$ cat config.mk
export PLATFORM = sky130hd
export DESIGN_NAME = log_quantizer_pipe
export DESIGN_NICKNAME = d
export VERILOG_FILES = /design/src/rtl/log_quantizer_pipe.sv
export SDC_FILE = /design/constraint.sdc
export NUM_CORES = 1
export LEC_CHECK = 0
export CAP_MARGIN = 20
export CORE_AREA = 2 2 40 78
export CTS_CLUSTER_DIAMETER = 80
export DETAILED_ROUTE_END_ITERATION = 6
export DIE_AREA = 0 0 42 80
export GPL_ROUTABILITY_DRIVEN = 0
export PLACE_DENSITY = 0.7
export SYNTH_ARGS = -nofsm -noshare
export SYNTH_HDL_FRONTEND = slang
export SYNTH_SLANG_ARGS = --single-unit
$ cat constraint.sdc
create_clock -name clk -period 1.33 [get_ports clk]
set_input_delay 0.266 -clock clk [delete_from_list [all_inputs] [get_ports clk]]
set_output_delay 0.266 -clock clk [all_outputs]
set_load 0.01 [all_outputs]
$ cat src/rtl/log_quantizer_pipe.sv
// Two-stage log2 quantizer: leading-one exponent plus FRAC_W mantissa bits, valid/ready handshake.
// Define LOG_QUANT_ROUND_EN to round the mantissa half-up; otherwise it is truncated.
module log_quantizer_pipe #(
    parameter int DATA_W   = 10,
    parameter int FRAC_W   = 2,
    parameter int EXP_W    = $clog2(DATA_W),
    parameter int MAX_EXP  = DATA_W - 1,
    parameter int ZERO_EXP = 1,
    parameter int USER_W   = 1
) (
    input  logic              clk,
    input  logic              rst,
    input  logic              in_valid,
    output logic              in_ready,
    input  logic [DATA_W-1:0] in_data,
    input  logic [USER_W-1:0] in_user,
    output logic              out_valid,
    input  logic              out_ready,
    output logic [EXP_W-1:0]  out_exp,
    output logic [FRAC_W-1:0] out_frac,
    output logic              out_zero,
    output logic              out_sat,
    output logic [USER_W-1:0] out_user
);

    localparam logic [EXP_W:0] MAX_EXP_X = (EXP_W + 1)'(MAX_EXP);

    // Ascending scan where the last hit wins gives MSB priority.
    function automatic logic [EXP_W-1:0] lead_one(input logic [DATA_W-1:0] d);
        logic [EXP_W-1:0] idx;
        idx = '0;
        for (int i = 0; i < DATA_W; i++)
            if (d[i]) idx = EXP_W'(i);
        return idx;
    endfunction

`ifdef LOG_QUANT_ROUND_EN
    // m holds FRAC_W mantissa bits followed by the round bit; returns {exp_ext, frac}.
    function automatic logic [EXP_W+FRAC_W:0] round_half_up(input logic [EXP_W-1:0] e,
                                                            input logic [FRAC_W:0]  m);
        logic [FRAC_W:0] sum;
        logic [EXP_W:0]  e_inc;
        sum   = {1'b0, m[FRAC_W:1]} + {{FRAC_W{1'b0}}, m[0]};
        e_inc = {1'b0, e} + (EXP_W + 1)'(1);
        if (sum[FRAC_W])
            return {e_inc, {FRAC_W{1'b0}}};
        return {1'b0, e, sum[FRAC_W-1:0]};
    endfunction
`endif

    // Returns {exp, frac, zero, sat}.
    function automatic logic [EXP_W+FRAC_W+1:0] saturate(input logic [EXP_W:0]  e,
                                                         input logic [FRAC_W-1:0] f,
                                                         input logic              z);
        if (z)
            return {EXP_W'(ZERO_EXP), {FRAC_W{1'b0}}, 1'b1, 1'b0};
        if (e > MAX_EXP_X)
            return {EXP_W'(MAX_EXP), {FRAC_W{1'b1}}, 1'b0, 1'b1};
        return {e[EXP_W-1:0], f, 1'b0, 1'b0};
    endfunction

    logic              vld_p1, vld_p2;
    logic [DATA_W-1:0] data_p1;
    logic [EXP_W-1:0]  exp_p1;
    logic              zero_p1;
    logic [USER_W-1:0] user_p1;

    logic [EXP_W-1:0]  exp_p2;
    logic [FRAC_W-1:0] frac_p2;
    logic              zero_p2, sat_p2;
    logic [USER_W-1:0] user_p2;

    logic s2_load;
    logic [EXP_W:0]    exp_rnd;
    logic [FRAC_W-1:0] frac_rnd;
    logic [EXP_W+FRAC_W+1:0] result;

    assign s2_load  = !vld_p2 || out_ready;
    assign in_ready = !vld_p1 || s2_load;

    // ---- stage 1: leading-one detect ----
    always_ff @(posedge clk) begin
        if (in_valid && in_ready) begin
            data_p1 <= in_data;
            exp_p1  <= lead_one(in_data);
            zero_p1 <= (in_data == '0);
            user_p1 <= in_user;
        end
    end

    // Bits just below the leading one, zero-filled past bit 0.
`ifdef LOG_QUANT_ROUND_EN
    assign {exp_rnd, frac_rnd} =
        round_half_up(exp_p1, (FRAC_W + 1)'({data_p1, {(FRAC_W + 1){1'b0}}} >> exp_p1));
`else
    assign exp_rnd  = {1'b0, exp_p1};
    assign frac_rnd = FRAC_W'({data_p1, {FRAC_W{1'b0}}} >> exp_p1);
`endif

    assign result = saturate(exp_rnd, frac_rnd, zero_p1);

    // ---- stage 2: mantissa, clamp, output registers ----
    always_ff @(posedge clk) begin
        if (rst) begin
            vld_p1  <= 1'b0;
            vld_p2  <= 1'b0;
            exp_p2  <= '0;
            frac_p2 <= '0;
            zero_p2 <= 1'b0;
            sat_p2  <= 1'b0;
            user_p2 <= '0;
        end else begin
            if (in_ready)
                vld_p1 <= in_valid;
            if (s2_load) begin
                vld_p2 <= vld_p1;
                if (vld_p1) begin
                    {exp_p2, frac_p2, zero_p2, sat_p2} <= result;
                    user_p2 <= user_p1;
                end
            end
        end
    end

    assign out_valid = vld_p2;
    assign out_exp   = exp_p2;
    assign out_frac  = frac_p2;
    assign out_zero  = zero_p2;
    assign out_sat   = sat_p2;
    assign out_user  = user_p2;

endmodule
==> impl_metrics.yaml <==
status:
  status: "finished, violations left"
  violations: "setup timing"
yosys:
  synth_nets: 117
  async_flop_share_pct: 0
  netlist_area_sq_um: 1140
  synth-seq-cells: 26
  synth_edf_count: 15
  synth_common_cells: "15 x edfxtp_1, 11 x a21oi_1, 11 x dfxtp_1, 11 x nand2_1, 11 x nor2_1"
  synth_top_area_cell: "edfxtp_1"
  synth.area.top_cells: "edfxtp_1 40%, dfxtp_1 19%, a21oi_1 4.8%"
  ys_warn_count: 0
  avgSynthCellArea_sq_um: 11.2
  synthCells: 102
  netlist.area_leader.share_pct: 39.6
  synth-seq-area-share_pct: 58.9
  yosysMostFrequentCell: "edfxtp_1"
  yosys_most_used_dff: "edfxtp_1"
  yosysUniqueCellTypes: 30
worst_setup_path:
  path_class: "register to register"
  timing.rr.start: "exp_p1[0]$_SDFFCE_PP1P_"
  slowest_delay_ns: 0.51
  reg2regPathDepth: 4
  arrival_ns: 1.62
  path_delay_family: "compound AO/OA/AOI/OAI gates"
  cpMaxStageDelayCell: "edfxtp_1"
  cp_num_buf_inv: 0
  crit_chain: "mux2_4 > a211oi_1 > a2111o_1 > a221oi_2"
  reg2reg_setup_slack_ns: -0.10
  end_kind: "register"
  required_ns: 1.52
  cp_max_fo: 5
  timing.rr.end: "out_frac[0]$_SDFFE_PP0P_"
  startpoint_type: "register"
floorplan:
  die_h_um: 80
  core_area_sq_um: 2740
  die_width_um: 42
  die_area_sq_um: 3360
  row_count: 27
  initial_core_util_pct: 41.6
  ios: 26
global_routing:
  met1_usage_pct: 12.8
  grt_pass1_wl_mm: 3.90
  met3_usage_pct: 3.17
  grt_pass1_vias: 964
  grt-busiest-layer: "met2"
  gr-usage-met2_pct: 31.7
  gr-usage-all-layers_pct: 15.3
  grt_max_degree: 16
  grt_overflow: 0
  antenna_found_initial: 0
clocking:
  cts_tree: "built"
  cts_sinks: 26
  cts_max_path_buffers: 2
  root_buffer: "clkbuf_8"
  clock_latency_ns: 0.27
  cts_buffers: 3
  htree_levels: 1
  clk_pin_slew_ns: 0.08
pwr:
  vdd_drop_max_mv: 0.682
  leakagePower_nw: 0.677
  powerDensity_nw_per_um2: 1040
sta:
  setup_violations: 2
  final.period_utilization_pct: 108
  tightest_slew_ns: 0.344
  finalClockSkew_ns: 0.00344
  finalCriticalPeriod_ns: 1.43
  hold_viol: 0
  relSlewSlack_pct: 76.8
  setup_slack_ns: -0.101
  rsz0062_at_grt: "yes"
  holdWs_ns: 0.324
  fmax_mhz: 699
  maxSlewViolCount: 0
placed_design:
  numPortBuffers: 25
  dpl.hpwl_mm: 1.83
  post-place-ws_ns: -0.354
layout:
  nets: 161
  drive_above_1_share_pct: 24.8
  diodes: 0
  area_growth_pct: 41.4
route:
  routed_wl_mm: 2.25
  remaining_drc_errors: 0
  antenna_left: 0
  first_iter_violations: 15
  wl_per_cell_um: 12.9
  vias: 913
  via_per_inst: 5.25
  drt_pass1_iterations: 4
flow_run:
  max-cap-violations: 0
worst_hold_path:
  min-delay-start: "in_data[2]"
  hold_end: "data_p1[2]$_DFFE_PP_"
  hp-class: "primary input to register"
  min_path_cells: 2
power breakdown:
group | internal (W) | switching [W]
logic | 0.000142 | 0.000103
registers | 0.000896 | 0.0000282
clock network | 0.000265 | 0.000235
through the flow:
stage	TNS [ns]	total power, W	utilization, %	instances	area (sq um)
floorplan	-0.101	0.00105	-	102	1140
global placement	-5.95	0.00118	56.1	169	1540
detailed placement	-6.86	0.00118	56.1	169	1540
CTS	-0.264	0.00168	58.4	174	1600
global route	-0.301	0.00174	58.8	174	1610
finish	-0.178	0.00167	58.8	174	1610
state kept, by name, summed over array words and instances (netlist names):
signal,count
zero_p1,1
out_frac,2
out_sat,1
vld_p1,1
out_exp,4
out_user,1
data_p1,9
out_zero,1
user_p1,1
out_valid,1
exp_p1,4
layout make-up:
type	count	area (sq um)
Clock buffer	4	55.1
Fill cell	243	1130
Inverter	2	7.51
Multi-Input combinational cell	69	453
Sequential cell	26	671
Tap cell	29	36.3
Timing Repair Buffer	44	388
worst register-to-register path: cells and delay by family, from the launching register on:
| kind | cells | cell delay (ns) |
|---|---|---|
| AO/OA/AOI/OAI | 3 | 0.59 |
| flip-flops | 1 | 0.51 |
| multiplexers | 1 | 0.24 |
routing by layer:
layer | vias to the layer above | wire length, um
li1 | 459 | -
met1 | 426 | 748
met2 | 24 | 1370
met5 | - | 0
met4 | 0 | 47
met3 | 4 | 89
logic make-up after synthesis:
family	Yosys count	share of synthesized area (%)
AOI/OAI and AO/OA	21	12.2
DFF	26	58.9
muxes	8	9.12
buffers and inverters	7	2.97
and+or+nand+nor	40	16.8
worst max-delay path by stage:
stage / slack [ns] / endpoint / depth (start not counted) / start
after floorplan: -0.07 / out_frac[0]$_SDFFE_PP0P_ / 5 / exp_p1[0]$_SDFFCE_PP1P_
after global placement: -0.33 / in_ready / 4 / out_ready
after detailed placement: -0.35 / in_ready / 4 / out_ready
after CTS: -0.11 / out_frac[0]$_SDFFE_PP0P_ / 4 / exp_p1[0]$_SDFFCE_PP1P_
after global routing: -0.15 / out_frac[0]$_SDFFE_PP0P_ / 4 / exp_p1[0]$_SDFFCE_PP1P_
final: -0.10 / out_frac[0]$_SDFFE_PP0P_ / 4 / exp_p1[0]$_SDFFCE_PP1P_
timing repair:
| action | in CTS | in global routing |
|---|---|---|
| setup buffers | 1 | 0 |
| setup endpoints to repair | 13 | 6 |
| pin swaps | 2 | 1 |
| hold buffers | 0 | 0 |
| gates resized for setup | 20 | 7 |
layout by cell type, fill, tap and decap left out, types with 3 or more instances in the layout:
cell              n
clkbuf_8          4
edfxtp_1         15
nand2_1          11
nor3_1            3
clkdlybuf4s50_1  12
buf_4            17
nor2_1           11
dlygate4sd2_1    10
nand3_1           3
a21oi_1           9
dfxtp_1          11
mux2i_1           4
No activity file was read; power rests on OpenSTA's default activity.
